==> src/rtl/rv_ctrl_pkg.sv <==
// rv_ctrl_pkg
// Shared definitions for the multicycle RV32I controller and its datapath:
// FSM state encoding, RV32I opcode constants, and the mux select encodings.
// Also provides the per-state control bundle that the FSM registers.
// No ports; it is imported by the controller, the decoder and the datapath.
package rv_ctrl_pkg;

  typedef enum logic [3:0] {
    S_IDLE     = 4'd0,
    S_FETCH    = 4'd1,
    S_DECODE   = 4'd2,
    S_MEMADR   = 4'd3,
    S_MEMREAD  = 4'd4,
    S_MEMWB    = 4'd5,
    S_MEMWRITE = 4'd6,
    S_EXEC_R   = 4'd7,
    S_EXEC_I   = 4'd8,
    S_ALUWB    = 4'd9,
    S_JAL      = 4'd10,
    S_BEQ      = 4'd11,
    S_TRAP     = 4'd12
  } state_t;

  localparam logic [6:0] OP_LW  = 7'b0000011;
  localparam logic [6:0] OP_SW  = 7'b0100011;
  localparam logic [6:0] OP_R   = 7'b0110011;
  localparam logic [6:0] OP_I   = 7'b0010011;
  localparam logic [6:0] OP_BEQ = 7'b1100011;
  localparam logic [6:0] OP_JAL = 7'b1101111;

  localparam logic [1:0] ALU_A_PC    = 2'b00;
  localparam logic [1:0] ALU_A_OLDPC = 2'b01;
  localparam logic [1:0] ALU_A_RS1   = 2'b10;

  localparam logic [1:0] ALU_B_RS2  = 2'b00;
  localparam logic [1:0] ALU_B_IMM  = 2'b01;
  localparam logic [1:0] ALU_B_FOUR = 2'b10;

  localparam logic [1:0] ALU_OP_ADD   = 2'b00;
  localparam logic [1:0] ALU_OP_SUB   = 2'b01;
  localparam logic [1:0] ALU_OP_FUNCT = 2'b10;

  localparam logic [1:0] RES_ALUOUT = 2'b00;
  localparam logic [1:0] RES_MEM    = 2'b01;
  localparam logic [1:0] RES_ALU    = 2'b10;

  localparam logic [2:0] IMM_I = 3'b000;
  localparam logic [2:0] IMM_S = 3'b001;
  localparam logic [2:0] IMM_B = 3'b010;
  localparam logic [2:0] IMM_J = 3'b011;

  // Registered control bundle. in_fetch/pc_update/branch are not outputs
  // themselves; they are combined with mem_ready and zero at the top level.
  typedef struct packed {
    logic       mem_req;
    logic       mem_write;
    logic       adr_src;
    logic       reg_write;
    logic       in_fetch;
    logic       pc_update;
    logic       branch;
    logic [1:0] alu_src_a;
    logic [1:0] alu_src_b;
    logic [1:0] alu_op;
    logic [1:0] result_src;
  } ctrl_t;

  // Moore control values for a state; anything not set stays 0.
  function automatic ctrl_t state_ctrl(input state_t s);
    ctrl_t c;
    c = '0;
    case (s)
      S_FETCH: begin
        c.mem_req    = 1'b1;
        c.in_fetch   = 1'b1;
        c.alu_src_a  = ALU_A_PC;
        c.alu_src_b  = ALU_B_FOUR;
        c.alu_op     = ALU_OP_ADD;
        c.result_src = RES_ALU;
      end
      S_DECODE: begin
        c.alu_src_a = ALU_A_OLDPC;
        c.alu_src_b = ALU_B_IMM;
        c.alu_op    = ALU_OP_ADD;
      end
      S_MEMADR: begin
        c.alu_src_a = ALU_A_RS1;
        c.alu_src_b = ALU_B_IMM;
        c.alu_op    = ALU_OP_ADD;
      end
      S_MEMREAD: begin
        c.mem_req    = 1'b1;
        c.adr_src    = 1'b1;
        c.result_src = RES_ALUOUT;
      end
      S_MEMWB: begin
        c.result_src = RES_MEM;
        c.reg_write  = 1'b1;
      end
      S_MEMWRITE: begin
        c.mem_req    = 1'b1;
        c.mem_write  = 1'b1;
        c.adr_src    = 1'b1;
        c.result_src = RES_ALUOUT;
      end
      S_EXEC_R: begin
        c.alu_src_a = ALU_A_RS1;
        c.alu_src_b = ALU_B_RS2;
        c.alu_op    = ALU_OP_FUNCT;
      end
      S_EXEC_I: begin
        c.alu_src_a = ALU_A_RS1;
        c.alu_src_b = ALU_B_IMM;
        c.alu_op    = ALU_OP_FUNCT;
      end
      S_ALUWB: begin
        c.result_src = RES_ALUOUT;
        c.reg_write  = 1'b1;
      end
      S_JAL: begin
        c.alu_src_a  = ALU_A_OLDPC;
        c.alu_src_b  = ALU_B_FOUR;
        c.alu_op     = ALU_OP_ADD;
        c.result_src = RES_ALUOUT;
        c.pc_update  = 1'b1;
      end
      S_BEQ: begin
        c.alu_src_a  = ALU_A_RS1;
        c.alu_src_b  = ALU_B_RS2;
        c.alu_op     = ALU_OP_SUB;
        c.result_src = RES_ALUOUT;
        c.branch     = 1'b1;
      end
      default: c = '0;
    endcase
    return c;
  endfunction

endpackage

==> src/rtl/multicycle_control_unit_decoder.sv <==
// ctrl_opcode_decoder
// Combinational opcode classifier for the multicycle controller.
// Ports: opcode (in, 7) -> is_load, is_store, is_r, is_i, is_br, is_jal,
//        legal (any supported opcode), imm_src (immediate format select).
// JAL only counts as legal when SUPPORT_JAL is set; its J immediate format
// is decoded regardless, since imm_src is a pure function of the opcode.
module ctrl_opcode_decoder
  import rv_ctrl_pkg::*;
#(
  parameter bit SUPPORT_JAL = 1'b1
) (
  input  logic [6:0] opcode,
  output logic       is_load,
  output logic       is_store,
  output logic       is_r,
  output logic       is_i,
  output logic       is_br,
  output logic       is_jal,
  output logic       legal,
  output logic [2:0] imm_src
);

  always_comb begin
    is_load  = (opcode == OP_LW);
    is_store = (opcode == OP_SW);
    is_r     = (opcode == OP_R);
    is_i     = (opcode == OP_I);
    is_br    = (opcode == OP_BEQ);
    is_jal   = SUPPORT_JAL && (opcode == OP_JAL);
    legal    = is_load | is_store | is_r | is_i | is_br | is_jal;
    case (opcode)
      OP_SW:   imm_src = IMM_S;
      OP_BEQ:  imm_src = IMM_B;
      OP_JAL:  imm_src = IMM_J;
      default: imm_src = IMM_I;
    endcase
  end

endmodule

==> src/rtl/multicycle_control_unit.sv <==
// multicycle_control_unit
// Main FSM of the multicycle RV32I datapath (shared ALU, unified memory).
// Ports: clk, rst_n (async active-low); opcode, zero, mem_ready in;
//        mem_req, mem_write, adr_src, ir_write, pc_write, reg_write,
//        alu_src_a, alu_src_b, alu_op, result_src, imm_src, illegal_op,
//        instret (retired instruction count, CNT_W bits) out.
// Control outputs are registered from the next state; only ir_write and
// pc_write additionally depend on mem_ready/zero in the current cycle.
module multicycle_control_unit
  import rv_ctrl_pkg::*;
#(
  parameter bit SUPPORT_JAL = 1'b1,
  parameter bit MEM_HS      = 1'b1,
  parameter int CNT_W       = 32
) (
  input  logic             clk,
  input  logic             rst_n,
  input  logic [6:0]       opcode,
  input  logic             zero,
  input  logic             mem_ready,
  output logic             mem_req,
  output logic             mem_write,
  output logic             adr_src,
  output logic             ir_write,
  output logic             pc_write,
  output logic             reg_write,
  output logic [1:0]       alu_src_a,
  output logic [1:0]       alu_src_b,
  output logic [1:0]       alu_op,
  output logic [1:0]       result_src,
  output logic [2:0]       imm_src,
  output logic             illegal_op,
  output logic [CNT_W-1:0] instret
);

  state_t state, next_state;
  ctrl_t  ctrl_q;
  logic   rdy, retire;
  logic   is_load, is_store, is_r, is_i, is_br, is_jal, legal;

  ctrl_opcode_decoder #(.SUPPORT_JAL(SUPPORT_JAL)) u_dec (
    .opcode  (opcode),
    .is_load (is_load),
    .is_store(is_store),
    .is_r    (is_r),
    .is_i    (is_i),
    .is_br   (is_br),
    .is_jal  (is_jal),
    .legal   (legal),
    .imm_src (imm_src)
  );

  // Without the handshake every memory access completes in one cycle.
  assign rdy = mem_ready | ~MEM_HS;

  always_comb begin
    next_state = state;
    case (state)
      S_IDLE:     next_state = S_FETCH;
      S_FETCH:    if (rdy) next_state = S_DECODE;
      S_DECODE: begin
        if (!legal)                 next_state = S_TRAP;
        else if (is_load | is_store) next_state = S_MEMADR;
        else if (is_r)              next_state = S_EXEC_R;
        else if (is_i)              next_state = S_EXEC_I;
        else if (is_br)             next_state = S_BEQ;
        else                        next_state = S_JAL;
      end
      S_MEMADR:   next_state = is_load ? S_MEMREAD : S_MEMWRITE;
      S_MEMREAD:  if (rdy) next_state = S_MEMWB;
      S_MEMWB:    next_state = S_FETCH;
      S_MEMWRITE: if (rdy) next_state = S_FETCH;
      S_EXEC_R:   next_state = S_ALUWB;
      S_EXEC_I:   next_state = S_ALUWB;
      S_ALUWB:    next_state = S_FETCH;
      S_JAL:      next_state = S_ALUWB;
      S_BEQ:      next_state = S_FETCH;
      S_TRAP:     next_state = S_TRAP;
      default:    next_state = S_IDLE;
    endcase
  end

  // An instruction retires when its last state hands back to FETCH; a
  // FETCH that keeps waiting is not a retirement.
  assign retire = (next_state == S_FETCH) &&
                  (state == S_MEMWB || state == S_MEMWRITE ||
                   state == S_ALUWB || state == S_BEQ);

  // State, registered controls, sticky trap flag and retire counter.
  always_ff @(posedge clk or negedge rst_n) begin
    if (!rst_n) begin
      state      <= S_IDLE;
      ctrl_q     <= '0;
      illegal_op <= 1'b0;
      instret    <= '0;
    end else begin
      state  <= next_state;
      ctrl_q <= state_ctrl(next_state);
      if (next_state == S_TRAP) illegal_op <= 1'b1;
      if (retire) instret <= instret + CNT_W'(1);
    end
  end

  assign mem_req    = ctrl_q.mem_req;
  assign mem_write  = ctrl_q.mem_write;
  assign adr_src    = ctrl_q.adr_src;
  assign reg_write  = ctrl_q.reg_write;
  assign alu_src_a  = ctrl_q.alu_src_a;
  assign alu_src_b  = ctrl_q.alu_src_b;
  assign alu_op     = ctrl_q.alu_op;
  assign result_src = ctrl_q.result_src;
  assign ir_write   = ctrl_q.in_fetch & rdy;
  assign pc_write   = (ctrl_q.in_fetch & rdy) | ctrl_q.pc_update |
                      (ctrl_q.branch & zero);

endmodule

==> config.mk <==
export PLATFORM = sky130hd
export DESIGN_NAME = multicycle_control_unit
export DESIGN_NICKNAME = d
export VERILOG_FILES = /design/src/rtl/rv_ctrl_pkg.sv /design/src/rtl/multicycle_control_unit_decoder.sv /design/src/rtl/multicycle_control_unit.sv
export SDC_FILE = /design/constraint.sdc
export NUM_CORES = 1
export LEC_CHECK = 0
export BUFFER_PORTS_ARGS = -buffer_cell sky130_fd_sc_hd__buf_2
export CORE_ASPECT_RATIO = 2
export CORE_UTILIZATION = 50
export DETAILED_ROUTE_END_ITERATION = 8
export PLACE_DENSITY_LB_ADDON = 0.05
export SETUP_SLACK_MARGIN = 0.5
export SYNTH_ARGS = -nofsm -noshare
export SYNTH_HDL_FRONTEND = slang
export SYNTH_SLANG_ARGS = --single-unit
==> constraint.sdc <==
create_clock -name clk -period 3.65 [get_ports clk]
set_input_delay 0.1825 -clock clk [delete_from_list [all_inputs] [get_ports clk]]
set_output_delay 0.1825 -clock clk [all_outputs]
set_load 0.02 [all_outputs]
# Yosys cells after proc, flatten, opt, wreduce, memory -nomap -nowiden
# Index checks and enable logic that the tools add are counted.
[classes]
add_sub_neg = 1
n_eq_ne = 30
muxes = 20
n_bitwise = 9
n_reduce_logical = 10
[op_table]
columns = ["cell", "n"]
rows = [
  ["$pmux 6 s7", 1],
  ["$eq 4x4->1 const B", 10],
  ["$add 32x1->32 const B", 1],
  ["$eq 4x3->1 const B", 8],
  ["$pmux 4 s8", 1],
  ["$mux 4", 6],
  ["$eq 4x2->1 const B", 4],
  ["$eq 7x6->1 const B", 2],
  ["$eq 7x7->1 const B", 2],
  ["$eq 4x1->1 const B", 2],
  ["$mux 1", 8],
  ["$eq 7x2->1 const B", 1],
  ["$eq 7x5->1 const B", 1],
  ["$or 1x1->1", 7],
  ["$pmux 2 s3", 1],
  ["$reduce_or 3->1", 2],
  ["$logic_not 4->1", 1],
  ["$mux 2", 2],
  ["$pmux 2 s2", 1],
  ["$reduce_or 2->1", 2],
  ["$reduce_or 4->1", 1],
  ["$logic_or 1x1->1", 3],
  ["$and 1x1->1", 2],
  ["$logic_and 1x1->1", 1],
]
[totals]
ff_bits = 52
in_bits = 11
wordCells = 84

# Logic depth before layout (Yosys ltp)
[logic_depth]
depth_word = 11
ltp_mapped = 8
mapped_depth_nobuf = 6

# Modules after synthesis
# From an unflattened synthesis, not the netlist that was laid out.
[unflattened]
hier_cells = 254
hier_area_um2 = 2590.0
[by_module_without_submodules]
columns = ["mod", "instances", "cells_per_inst", "area_each_um2", "seq_area_each_um2"]
rows = [
  ["multicycle_control_unit", 1, 231, 2449.8, 1276.2],
  ["ctrl_opcode_decoder", 1, 23, 140.1, 0.0],
]

# Worst setup path after synthesis
# No wires, ideal clock.
[synth_timing]
path_type = "register to register"
from = "reg state[3]"
to = "reg ctrl_q[9] in the netlist's numbering"
setup_time_ns = 0.088
arrival_time_ns = 1.980
required_ns = 3.562
slack_ns = 1.582
path_stages_with_launch = 7
synth_period_minus_slack_ns = 2.068
cell_sequence = "dfrtp_1 > clkbuf_1 > or4b_2 > nor4_1 > nand4b_1 > nand2_1 > nor3b_1"
[synth_between]
elab_chain_cells = 5
word_cells_on_any_way = 21
cone_classes = "13 x eq/ne; 5 x mux; 3 x reduce/logical"
[synth_rtl]
columns = ["item", "line", "rtl"]
rows = [
  ["start, declared", "multicycle_control_unit.sv:36", "state_t state, next_state;"],
  ["start signal, assigned", "multicycle_control_unit.sv:97", "state <= next_state;"],
  ["$eq 4x3->1 (tied with other cells)", "multicycle_control_unit.sv:58", "case (state)"],
  ["$reduce_or 4->1 (no line) or $reduce_or 3->1 (tied branches)", "n/a", ""],
  ["$pmux 4 s8 (*)", "multicycle_control_unit.sv:58", ""],
  ["named net next_state[1]", "multicycle_control_unit.sv:36", ""],
  ["$eq 4x4->1 (*)", "rv_ctrl_pkg.sv:72", "case (s)"],
  ["$mux 1 (*)", "rv_ctrl_pkg.sv:72", ""],
  ["end signal, assigned", "multicycle_control_unit.sv:98", "ctrl_q <= state_ctrl(next_state);"],
  ["end, declared", "multicycle_control_unit.sv:37", "ctrl_t ctrl_q;"],
]
# Mark *: on every way through the listed nets, which the timed path passes. The rest lies on a longest branch.
# A chain may end at the register's enable or synchronous reset.

# Final worst setup path
[layout_timing]
from = "reg state[2]"
to = "reg ctrl_q[9] in the netlist's numbering"
# The elaborated chain is that of the path after synthesis.

==> impl_metrics.env <==
export IMPL_outcome="finished clean"
export IMPL_final_hold_viol_count=0
export IMPL_syn_area_per_cell_um2=10.3
export IMPL_synth_compound_area_share_pct=6.12
export IMPL_post_dp_hpwl_mm=4.01
export IMPL_dieArea_um2=5420
export IMPL_grt_start_max_net_pins=30
export IMPL_io_pins=61
export IMPL_period_share_pct=63.8
export IMPL_cp_max_fo=13
export IMPL_area_growth_syn_to_layout_pct=14.6
export IMPL_postRouteAntennaNets=0
export IMPL_yosys_area_share_xor_xnor_pct=11.0
export IMPL_fp_row_count=36
export IMPL_synth_mux_area_share_pct=0.441
export IMPL_ctsResizeCount=0
export IMPL_fin_nets=307
export IMPL_post_cts_buffers=0
export IMPL_p_seq_share_pct=43.3
export IMPL_root_buffer="clkbuf_8"
export IMPL_synth_area_um2=2550
export IMPL_drtIter0Drc=23
export IMPL_synth_warning_count=0
export IMPL_power_density_nw_per_um2=609
export IMPL_clock_sinks=51
export IMPL_p_leak_nw=1.48
export IMPL_clock_skew_ns=0.00758
export IMPL_tightestPinTransition_ns=0.648
export IMPL_fill_cells=447
export IMPL_synth_cell_types=46
export IMPL_grt_pass1_wl_mm=8.90
export IMPL_grt_pass1_vias=1885
export IMPL_core_region_area_um2=4910
export IMPL_antenna_found_initial=0
export IMPL_drc=0
export IMPL_die_y_um=103
export IMPL_grt_overflow=0
export IMPL_gp_congestion=0.796
export IMPL_cts_buffer_depth=2
export IMPL_htreeDepth=2
export IMPL_timing_fmax_ghz=0.429
export IMPL_cts_tree="built"
export IMPL_cp_start_kind="register"
export IMPL_synth_seq_cells=51
export IMPL_post_drt_via_cell_ratio=5.69
export IMPL_synthAdderAreaFrac_pct=0.490
export IMPL_grt_util_all_layers_pct=22.5
export IMPL_drv_cap=0
export IMPL_synth_edf_count=0
export IMPL_drv_slew=0
export IMPL_fp_dieW_um=52.5
export IMPL_setup_tns_ns=0
export IMPL_netSwitchingFraction_pct=41.0
export IMPL_cts_hold_buf=1
export IMPL_whs_path_depth=2
export IMPL_required_ns=3.87
export IMPL_syn_inst=247
export IMPL_r2r_cells=5
export IMPL_synth_main_ff_cell="dfrtp_1"
export IMPL_syn_nets=259
export IMPL_yosysTopAreaCellShare_pct=50.0
export IMPL_cp_arrival_ns=2.55
export IMPL_clkTransAtPathRegs_ns=0.09
export IMPL_diodes=0
export IMPL_drive_gt1_share_pct=26.0
export IMPL_async_flop_share_pct=100
export IMPL_min_period_ns=2.33
export IMPL_ys_seq_area_share_pct=50.0
export IMPL_clk_latency_ns=0.31
export IMPL_final_core_util_pct=59.7
export IMPL_internal_power_mw=1.05
export IMPL_yosysTopAreaCell="dfrtp_1"
export IMPL_wl_per_cell_um=15.8
export IMPL_pwr_share_clk_pct=19.7
export IMPL_comb_power_share_pct=37.0
export IMPL_synth_simple_area_share_pct=26.6
export IMPL_end_kind="register"
export IMPL_ir_drop_v=0.000561
export IMPL_switchingPower_mw=0.732
export IMPL_drt_first_pass_iters=5
export IMPL_slew_headroom_pct=56.2
export IMPL_rsz0062_at_grt="false"
export IMPL_io_buffers=59
export IMPL_start_util_pct=52.0
export IMPL_synth_top_family_by_area="simple AND/OR/NAND/NOR gates"
export IMPL_vias=2008
export IMPL_setup_viol_count_final=0
export IMPL_critPathKind="register to register"
export IMPL_drt_total_wl_mm=5.56
export IMPL_holdCritPathClass="primary input to register"
export IMPL_cts_buffers=5
export IMPL_synth_area_top_cells="dfrtp_1 (50%), xnor2_1 (8.2%), nand4_1 (4.7%), nand3_1 (3.5%), xor2_1 (2.7%)"
-- final timing paths --
check	slack [ns]	from	endpoint
worst min register to register	0.48	instret[31]$_DFFE_PN0P_	instret[31]$_DFFE_PN0P_
min in group asynchronous	0.37	rst_n	instret[18]$_DFFE_PN0P_
max in group asynchronous	2.52	rst_n	mem_write$_DFF_PN0_
worst max-delay path	1.32	state[2]$_DFF_PN0_	ctrl_q[9]$_DFF_PN0_
worst max register to register	1.32	state[2]$_DFF_PN0_	ctrl_q[9]$_DFF_PN0_
worst min-delay path	0.22	mem_ready	result_src[0]$_DFF_PN0_
-- cell usage in the layout (no fill, tap or decap), types with 2 or more instances in the layout --
master,synthesis,layout
nand2b_1,3,3
and2_1,4,4
and4_1,4,4
nor4bb_1,3,3
xor2_1,8,8
o21ai_0,4,4
nor4_1,2,2
nor4b_1,2,2
a21oi_1,3,3
nand3_1,18,18
nand4_1,19,19
a211o_1,2,2
xnor2_1,24,24
clkbuf_8,0,6
nor3_1,5,5
nor2_1,12,12
a21boi_0,2,2
nand2_1,15,15
buf_2,0,59
dfrtp_1,51,51
nor2b_1,4,4
nor3b_1,2,2
nand4b_1,2,2
inv_1,6,6
and3_1,11,11
-- per-layer routing --
| layer | wire length (um) | vias to the layer above | global-route usage (%) |
|---|---|---|---|
| met2 | 3230 | 41 | 42.4 |
| met4 | 88 | 0 | 8.50 |
| li1 | - | 961 | - |
| met5 | 0 | - | 0 |
| met3 | 166 | 7 | 4.57 |
| met1 | 2080 | 999 | 23.4 |
-- layout make-up --
cell class | count | area (um^2) | area share, %
Multi-Input combinational cell | 169 | 1140 | 39.0
Timing Repair Buffer | 61 | 313 | 10.7
Tap cell | 57 | 71.3 | 2.43
Clock inverter | 2 | 16.3 | 0.555
Inverter | 7 | 26.3 | 0.897
Sequential cell | 51 | 1280 | 43.6
Clock buffer | 6 | 82.6 | 2.82
-- synth_stat cells, types with 4 or more instances --
| cell | instances |
|---|---|
| and2_1 | 4 |
| and3_1 | 11 |
| and4_1 | 4 |
| buf_4 | 9 |
| clkbuf_1 | 11 |
| dfrtp_1 | 51 |
| inv_1 | 6 |
| nand2_1 | 15 |
| nand3_1 | 18 |
| nand4_1 | 19 |
| nor2_1 | 12 |
| nor2b_1 | 4 |
| nor3_1 | 5 |
| o21ai_0 | 4 |
| xnor2_1 | 24 |
| xor2_1 | 8 |
-- sequential cells by signal, summed over array words and instances (netlist names) --
signal      cells
mem_write       1
illegal_op      1
alu_src_a       2
state           4
reg_write       1
ctrl_q          3
alu_op          2
adr_src         1
alu_src_b       2
mem_req         1
result_src      1
instret        32
-- critical path: stages (launching register included) --
cell	delay, ns
dfrtp_1	0.52
or4b_2	0.72
nor4_1	0.42
nand4b_1	0.22
nand2_1	0.12
nor3b_1	0.23
-- power groups by stage --
stage | Sequential (mW) | Clock (mW) | Combinational [mW]
5_1_grt | 0.790 | 0.387 | 0.728
2_1_floorplan | 0.788 | 0 | 0.495
3_3_place_gp | 0.778 | 0 | 0.656
4_1_cts | 0.772 | 0.359 | 0.665
6_report | 0.772 | 0.351 | 0.660
3_5_place_dp | 0.782 | 0 | 0.665
-- through the flow --
| step | cell area [um^2] | hold slack [ns] | worst slack (ns) | std cells | power (mW) |
|---|---|---|---|---|---|
| 2_1_floorplan | 2550 | -0.113 | 1.58 | 247 | 1.28 |
| 3_3_place_gp | 2820 | 0.190 | 1.43 | 344 | 1.43 |
| 3_5_place_dp | 2820 | 0.188 | 1.37 | 344 | 1.45 |
| 4_1_cts | 2930 | 0.223 | 1.34 | 353 | 1.80 |
| 5_1_grt | 2930 | 0.218 | 1.19 | 353 | 1.91 |
| 6_report | 2930 | 0.223 | 1.32 | 353 | 1.78 |
-- logic make-up after synthesis --
| kind of cell | Yosys count |
|---|---|
| AO/OA/AOI/OAI | 20 |
| buffers and inverters | 27 |
| multiplexers | 1 |
| XOR/XNOR | 32 |
| AND/OR/NAND/NOR | 114 |
| adder cells (fa/ha/maj) | 1 |
| other | 1 |
| flip-flops | 51 |
No activity file was read; power rests on OpenSTA's default activity.
